$ cat src/rtl/fifo_multi_pkg.sv
// Shared sizing helpers and parameter legality checks for the fifo_multi bank.
package fifo_multi_pkg;

  function automatic int unsigned cnt_w(input int unsigned depth);
    return $clog2(depth + 1);
  endfunction

  function automatic int unsigned ptr_w(input int unsigned depth);
    return (depth > 1) ? $clog2(depth) : 1;
  endfunction

  // Pointers wrap naturally only when DEPTH is a power of two.
  function automatic bit params_ok(input int unsigned depth,
                                   input int unsigned ae_level,
                                   input int unsigned af_level);
    return (depth >= 2) && ((depth & (depth - 1)) == 0) &&
           (ae_level < af_level) && (af_level <= depth);
  endfunction

endpackage

$ cat src/rtl/fifo_multi_channel.sv
// One WIDTH x DEPTH synchronous FIFO with occupancy count, threshold flags and
// full-and-read pass-through; sticky error flags present with FIFO_MULTI_ERR_EN.
module fifo_channel
  import fifo_multi_pkg::*;
#(
  parameter int unsigned WIDTH    = 8,
  parameter int unsigned DEPTH    = 4,
  parameter int unsigned AF_LEVEL = DEPTH - 1,
  parameter int unsigned AE_LEVEL = 1
) (
  input  logic                      clk,
  input  logic                      rst,
`ifdef FIFO_MULTI_ERR_EN
  input  logic                      err_clr,
  output logic                      overflow,
  output logic                      underflow,
`endif
  input  logic                      write,
  input  logic [WIDTH-1:0]          din,
  input  logic                      read,
  output logic [WIDTH-1:0]          dout,
  output logic                      full,
  output logic                      almost_full,
  output logic                      empty,
  output logic                      almost_empty,
  output logic [cnt_w(DEPTH)-1:0]   count
);

  localparam int unsigned CW = cnt_w(DEPTH);
  localparam int unsigned PW = ptr_w(DEPTH);

  logic [WIDTH-1:0] mem [DEPTH];
  logic [PW-1:0]    wr_ptr_q, wr_ptr_d;
  logic [PW-1:0]    rd_ptr_q, rd_ptr_d;
  logic [CW-1:0]    count_q, count_d;
  logic [WIDTH-1:0] dout_q, dout_d;
  logic             rd_acc_c, wr_acc_c;

  // A write to a full channel is accepted only when a read frees the slot on the same edge.
  always_comb begin
    rd_acc_c = read && (count_q != '0);
    wr_acc_c = write && ((count_q != CW'(DEPTH)) || rd_acc_c);
    wr_ptr_d = wr_ptr_q;
    rd_ptr_d = rd_ptr_q;
    count_d  = count_q;
    dout_d   = dout_q;
    if (wr_acc_c) begin
      wr_ptr_d = wr_ptr_q + PW'(1);
    end
    if (rd_acc_c) begin
      rd_ptr_d = rd_ptr_q + PW'(1);
      dout_d   = mem[rd_ptr_q];
    end
    if (wr_acc_c && !rd_acc_c) begin
      count_d = count_q + CW'(1);
    end else if (rd_acc_c && !wr_acc_c) begin
      count_d = count_q - CW'(1);
    end
  end

  always_ff @(posedge clk or posedge rst) begin
    if (rst) begin
      wr_ptr_q <= '0;
      rd_ptr_q <= '0;
      count_q  <= '0;
      dout_q   <= '0;
    end else begin
      wr_ptr_q <= wr_ptr_d;
      rd_ptr_q <= rd_ptr_d;
      count_q  <= count_d;
      dout_q   <= dout_d;
    end
  end

  // Storage array; contents are don't-care once the pointers are reset.
  always_ff @(posedge clk) begin
    if (wr_acc_c) begin
      mem[wr_ptr_q] <= din;
    end
  end

  assign dout         = dout_q;
  assign count        = count_q;
  assign empty        = (count_q == '0);
  assign full         = (count_q == CW'(DEPTH));
  assign almost_full  = (count_q >= CW'(AF_LEVEL));
  assign almost_empty = (count_q <= CW'(AE_LEVEL));

`ifdef FIFO_MULTI_ERR_EN
  logic overflow_q, overflow_d;
  logic underflow_q, underflow_d;

  // Clear wins over a same-edge set.
  always_comb begin
    overflow_d  = overflow_q;
    underflow_d = underflow_q;
    if (err_clr) begin
      overflow_d  = 1'b0;
      underflow_d = 1'b0;
    end else begin
      if (write && !wr_acc_c) overflow_d  = 1'b1;
      if (read && !rd_acc_c)  underflow_d = 1'b1;
    end
  end

  always_ff @(posedge clk or posedge rst) begin
    if (rst) begin
      overflow_q  <= 1'b0;
      underflow_q <= 1'b0;
    end else begin
      overflow_q  <= overflow_d;
      underflow_q <= underflow_d;
    end
  end

  assign overflow  = overflow_q;
  assign underflow = underflow_q;
`endif

endmodule

$ cat src/rtl/fifo_multi.sv
// Bank of NUM_CH independent synchronous FIFOs sharing clock and reset.
// Define FIFO_MULTI_ERR_EN to add sticky overflow/underflow flags and err_clr.
module fifo_multi
  import fifo_multi_pkg::*;
#(
  parameter int unsigned WIDTH    = 8,
  parameter int unsigned DEPTH    = 4,
  parameter int unsigned NUM_CH   = 2,
  parameter int unsigned AF_LEVEL = DEPTH - 1,
  parameter int unsigned AE_LEVEL = 1
) (
  input  logic                             clk,
  input  logic                             rst,
  input  logic [NUM_CH-1:0]                write,
  input  logic [NUM_CH*WIDTH-1:0]          din,
  output logic [NUM_CH-1:0]                full,
  output logic [NUM_CH-1:0]                almost_full,
  input  logic [NUM_CH-1:0]                read,
  output logic [NUM_CH*WIDTH-1:0]          dout,
  output logic [NUM_CH-1:0]                empty,
  output logic [NUM_CH-1:0]                almost_empty,
`ifdef FIFO_MULTI_ERR_EN
  output logic [NUM_CH-1:0]                overflow,
  output logic [NUM_CH-1:0]                underflow,
  input  logic                             err_clr,
`endif
  output logic [NUM_CH*cnt_w(DEPTH)-1:0]   count
);

  localparam int unsigned CW = cnt_w(DEPTH);

  if (!params_ok(DEPTH, AE_LEVEL, AF_LEVEL) || (NUM_CH < 1)) begin : g_param_err
    $error("fifo_multi: illegal DEPTH/AE_LEVEL/AF_LEVEL/NUM_CH combination");
  end

  for (genvar c = 0; c < NUM_CH; c++) begin : g_ch
    fifo_channel #(
      .WIDTH    (WIDTH),
      .DEPTH    (DEPTH),
      .AF_LEVEL (AF_LEVEL),
      .AE_LEVEL (AE_LEVEL)
    ) u_ch (
      .clk          (clk),
      .rst          (rst),
`ifdef FIFO_MULTI_ERR_EN
      .err_clr      (err_clr),
      .overflow     (overflow[c]),
      .underflow    (underflow[c]),
`endif
      .write        (write[c]),
      .din          (din[c*WIDTH +: WIDTH]),
      .read         (read[c]),
      .dout         (dout[c*WIDTH +: WIDTH]),
      .full         (full[c]),
      .almost_full  (almost_full[c]),
      .empty        (empty[c]),
      .almost_empty (almost_empty[c]),
      .count        (count[c*CW +: CW])
    );
  end

endmodule

$ cat config.mk
export PLATFORM = sky130hd
export DESIGN_NAME = fifo_multi
export DESIGN_NICKNAME = d
export VERILOG_FILES = /design/src/rtl/fifo_multi_pkg.sv /design/src/rtl/fifo_multi_channel.sv /design/src/rtl/fifo_multi.sv
export SDC_FILE = /design/constraint.sdc
export NUM_CORES = 1
export LEC_CHECK = 0
export BUFFER_PORTS_ARGS = -buffer_cell sky130_fd_sc_hd__buf_2
export CAP_MARGIN = 20
export CORE_AREA = 8 8 108 110
export DETAILED_ROUTE_END_ITERATION = 12
export DIE_AREA = 0 0 116 118
export GPL_TIMING_DRIVEN = 0
export SLEW_MARGIN = 20
export SYNTH_ARGS = -nofsm -noshare
export SYNTH_HDL_FRONTEND = slang
export SYNTH_SLANG_ARGS = --single-unit
$ cat constraint.sdc
create_clock -name clk -period 5.4 [get_ports clk]
set_clock_uncertainty 0.1 [all_clocks]
set_input_delay 0 -clock clk [delete_from_list [all_inputs] [get_ports clk]]
set_output_delay 0 -clock clk [all_outputs]
set_load 0.005 [all_outputs]
==> reports/qor.txt <==
N_diodes - 0
Final Hold Viols - 0
Net Sw Frac - 30.1%
Drt first pass iters - 4
WL per Instance - 15.1 µm
Final worst-path cycle share - 37.5%
Leak - 1.89 nW
Fin cells - 448
I/O pin total - 52
Total global-route track usage - 11.1%
Synth Cell Area - 0.00392 mm²
Sequential area share after synthesis - 68.2%
CTS clock-pin slew for the worst setup and hold paths - 80 ps
Synth warnings - 0
Layout Nets - 349
Area growth syn-to-layout - 20.8%
Net Switching - 721 µW
Die area - 0.0137 mm²
H-tree Lvls - 3
Root buf cell - clkbuf_8
Pint - 1.68 mW
First-pass GRT wire length - 11400 µm
Total CTS buffers - 9
Antenna-violating nets left - 0
Area leader, netlist - edfxtp_1
Met2 Use GR - 17.9%
Slew @ Worst Pin - 697 ps
Type of the most critical hold path - input pin to async pin
Worst skew pair latency - 360 ps
CP required - 5540 ps
RSZ-0062 raised after global routing - false
Global route hottest layer - met2
Core Area - 0.0100 mm²
Antenna violations before repair - 0
Crit path max fanout - 10
Syn Inst Count - 225
Status - completed
Slew headroom - 53.5%
Share of cells above drive strength 1 - 35.6%
Post-DP HPWL - 4600 µm
DRT Wirelength - 6790 µm
CP cell instances - inv_1, ha_1, nand2b_1, nand2_2, ha_1, o21ai_0, o21ai_0
Largest net degree at the start of global routing - 31
CTS tree - yes
Crit. End Element - register
Post-synthesis average cell area - 17.4 µm²
Clock group share of total power - 18.0%
Slowest cell on crit path - ha_1
Clk sink count - 94
Cts repair resizes - 0
Routed vias - 2044
Worst EP arrival - 2170 ps
GR Util met1 - 13.0%
Max-capacitance violation count - 0
Clock buffer depth - 2
Iter 0 DRT Violations - 105
DRC viols - 0
Most common cell after layout, fill and taps aside - edfxtp_1
Die W - 116 µm
Die H - 118 µm
Worst IR Drop VDD - 210 µV
Std-Cell Rows - 37
Gpl congestion - 0.691
Commonest non-fill, non-tap cells in the layout - edfxtp_1 (64), buf_2 (51), dfrtp_1 (30), dlygate4sd3_1 (21), ha_1 (19)
Vias in the first global route - 2266
IO buf count - 51
Power Dens Cells - 506 mW/mm²
Finish-stage setup viols - 0
Vias per cell - 4.56
Comb pwr share - 36.6%
Largest cells by area after synthesis - edfxtp_1 (49%), dfrtp_1 (19%), mux4_2 (9.2%)
Sequential share of power - 45.4%
Startpoint Class - register
Initial Util - 39.2%
Congestion Overflow GR - 0
Final min period - 2030 ps
Placed cell count - 412
CP peak stage delay - 420 ps
Number of synthesized register bits - 94
Syn Nets - 266
Setup TNS - 0 ps
Fmax - 494 MHz
Grt met3 use - 2.00%
Distinct cells, synth - 21
Area fraction of the dominant cell type after synthesis - 49.0%
Critical path type - register to register
Slew Viols, Final - 0
==> kinds of logic (layout without fill, tap and decap cells) <==
group / count (synthesis) / count (layout) / share of synthesized area, %
XOR/XNOR: 10 / 10 / 2.23
flip-flops: 94 / 94 / 68.2
multiplexers: 34 / 34 / 14.4
AO/OA/AOI/OAI: 13 / 13 / 1.79
AND/OR/NAND/NOR: 28 / 28 / 3.64
buffers and inverters: 27 / 114 / 3.73
adder cells (fa/ha/maj): 19 / 19 / 6.06
==> power by group through the flow <==
stage               Combinational, mW  Sequential (mW)  Clock, mW
CTS                             0.909             1.09      0.453
global placement                0.879             1.10          0
global route                    0.988             1.12      0.474
detailed placement              0.895             1.11          0
floorplan                       0.615             1.10          0
finish                          0.877             1.09      0.432
==> routing by layer <==
metal	vias to the layer above	wire length, µm
met3	13	222
met1	1017	2920
met5	-	0
met4	0	198
met2	36	3450
li1	978	-
==> metrics by stage <==
stage	setup slack (ps)	power, mW	area, µm²	hold slack (ps)	utilization, %
global route	3230	2.58	4730	250	47.3
global placement	3390	1.98	4350	114	43.5
CTS	3350	2.46	4730	202	47.3
floorplan	3600	1.71	3920	-9.19	-
finish	3370	2.40	4730	191	47.3
detailed placement	3370	2.00	4350	70.3	43.5
==> final timing paths <==
| path | start | end | slack (ps) | cells past startpoint |
|---|---|---|---|---|
| setup reg to reg | g_ch[1].u_ch.count[0] | g_ch[1].u_ch.count[2] | 3370 | 7 |
| setup / recovery | g_ch[1].u_ch.count[0] | g_ch[1].u_ch.count[2] | 3370 | 7 |
| hold reg to reg | g_ch[0].u_ch.dout[2] | g_ch[0].u_ch.dout[2] | 410 | 1 |
| max in group asynchronous | rst | g_ch[1].u_ch.dout[5] | 4550 | 3 |
| min in group clk | din[8] | g_ch[1].u_ch.mem[3][0] | 300 | 2 |
| hold / removal | rst | g_ch[0].u_ch.wr_ptr_q[0] | 190 | 3 |
==> flip-flops by register name, indices dropped and copies added, names as in the netlist <==
name and count:
g_ch.u_ch.mem 64, g_ch.u_ch.count 6, g_ch.u_ch.dout 16, g_ch.u_ch.wr_ptr_q 4
g_ch.u_ch.rd_ptr_q 4
==> timing repair <==
action | in CTS | in global routing
setup buffers | 0 | 0
hold buffers | 21 | 0
endpoints found under the hold margin | 98 | 0
==> Yosys cell counts, drive strengths merged <==
cell and number:
a21oi 3, and2 8, buf 10, clkbuf 2, dfrtp 30, edfxtp 64
ha 19, inv 15, mux2 18, mux4 16, nand2 6, nand2b 2
nand3 2, nor2 8, nor2b 2, o21a 2, o21ai 8, xnor2 8
xor2 2
==> critical path, delay by kind of cell, from the launching register on <==
kind            cells  cell delay (ps)
compound gates      2              300
fa+ha+maj           2              630
buf+inv             1               90
flops               1              410
simple gates        2              380
==> final cells by class <==
class,count,area [µm²]
multi-input cells,104,1100
fillers,900,5270
inverters,15,56.3
repair buffers,72,465
plain buffers,12,90.1
clock buffers,10,128
flip-flops and latches,94,2670
clock inverters,5,51.3
well taps,136,170
Note: power is estimated with default switching activity, not from simulation.
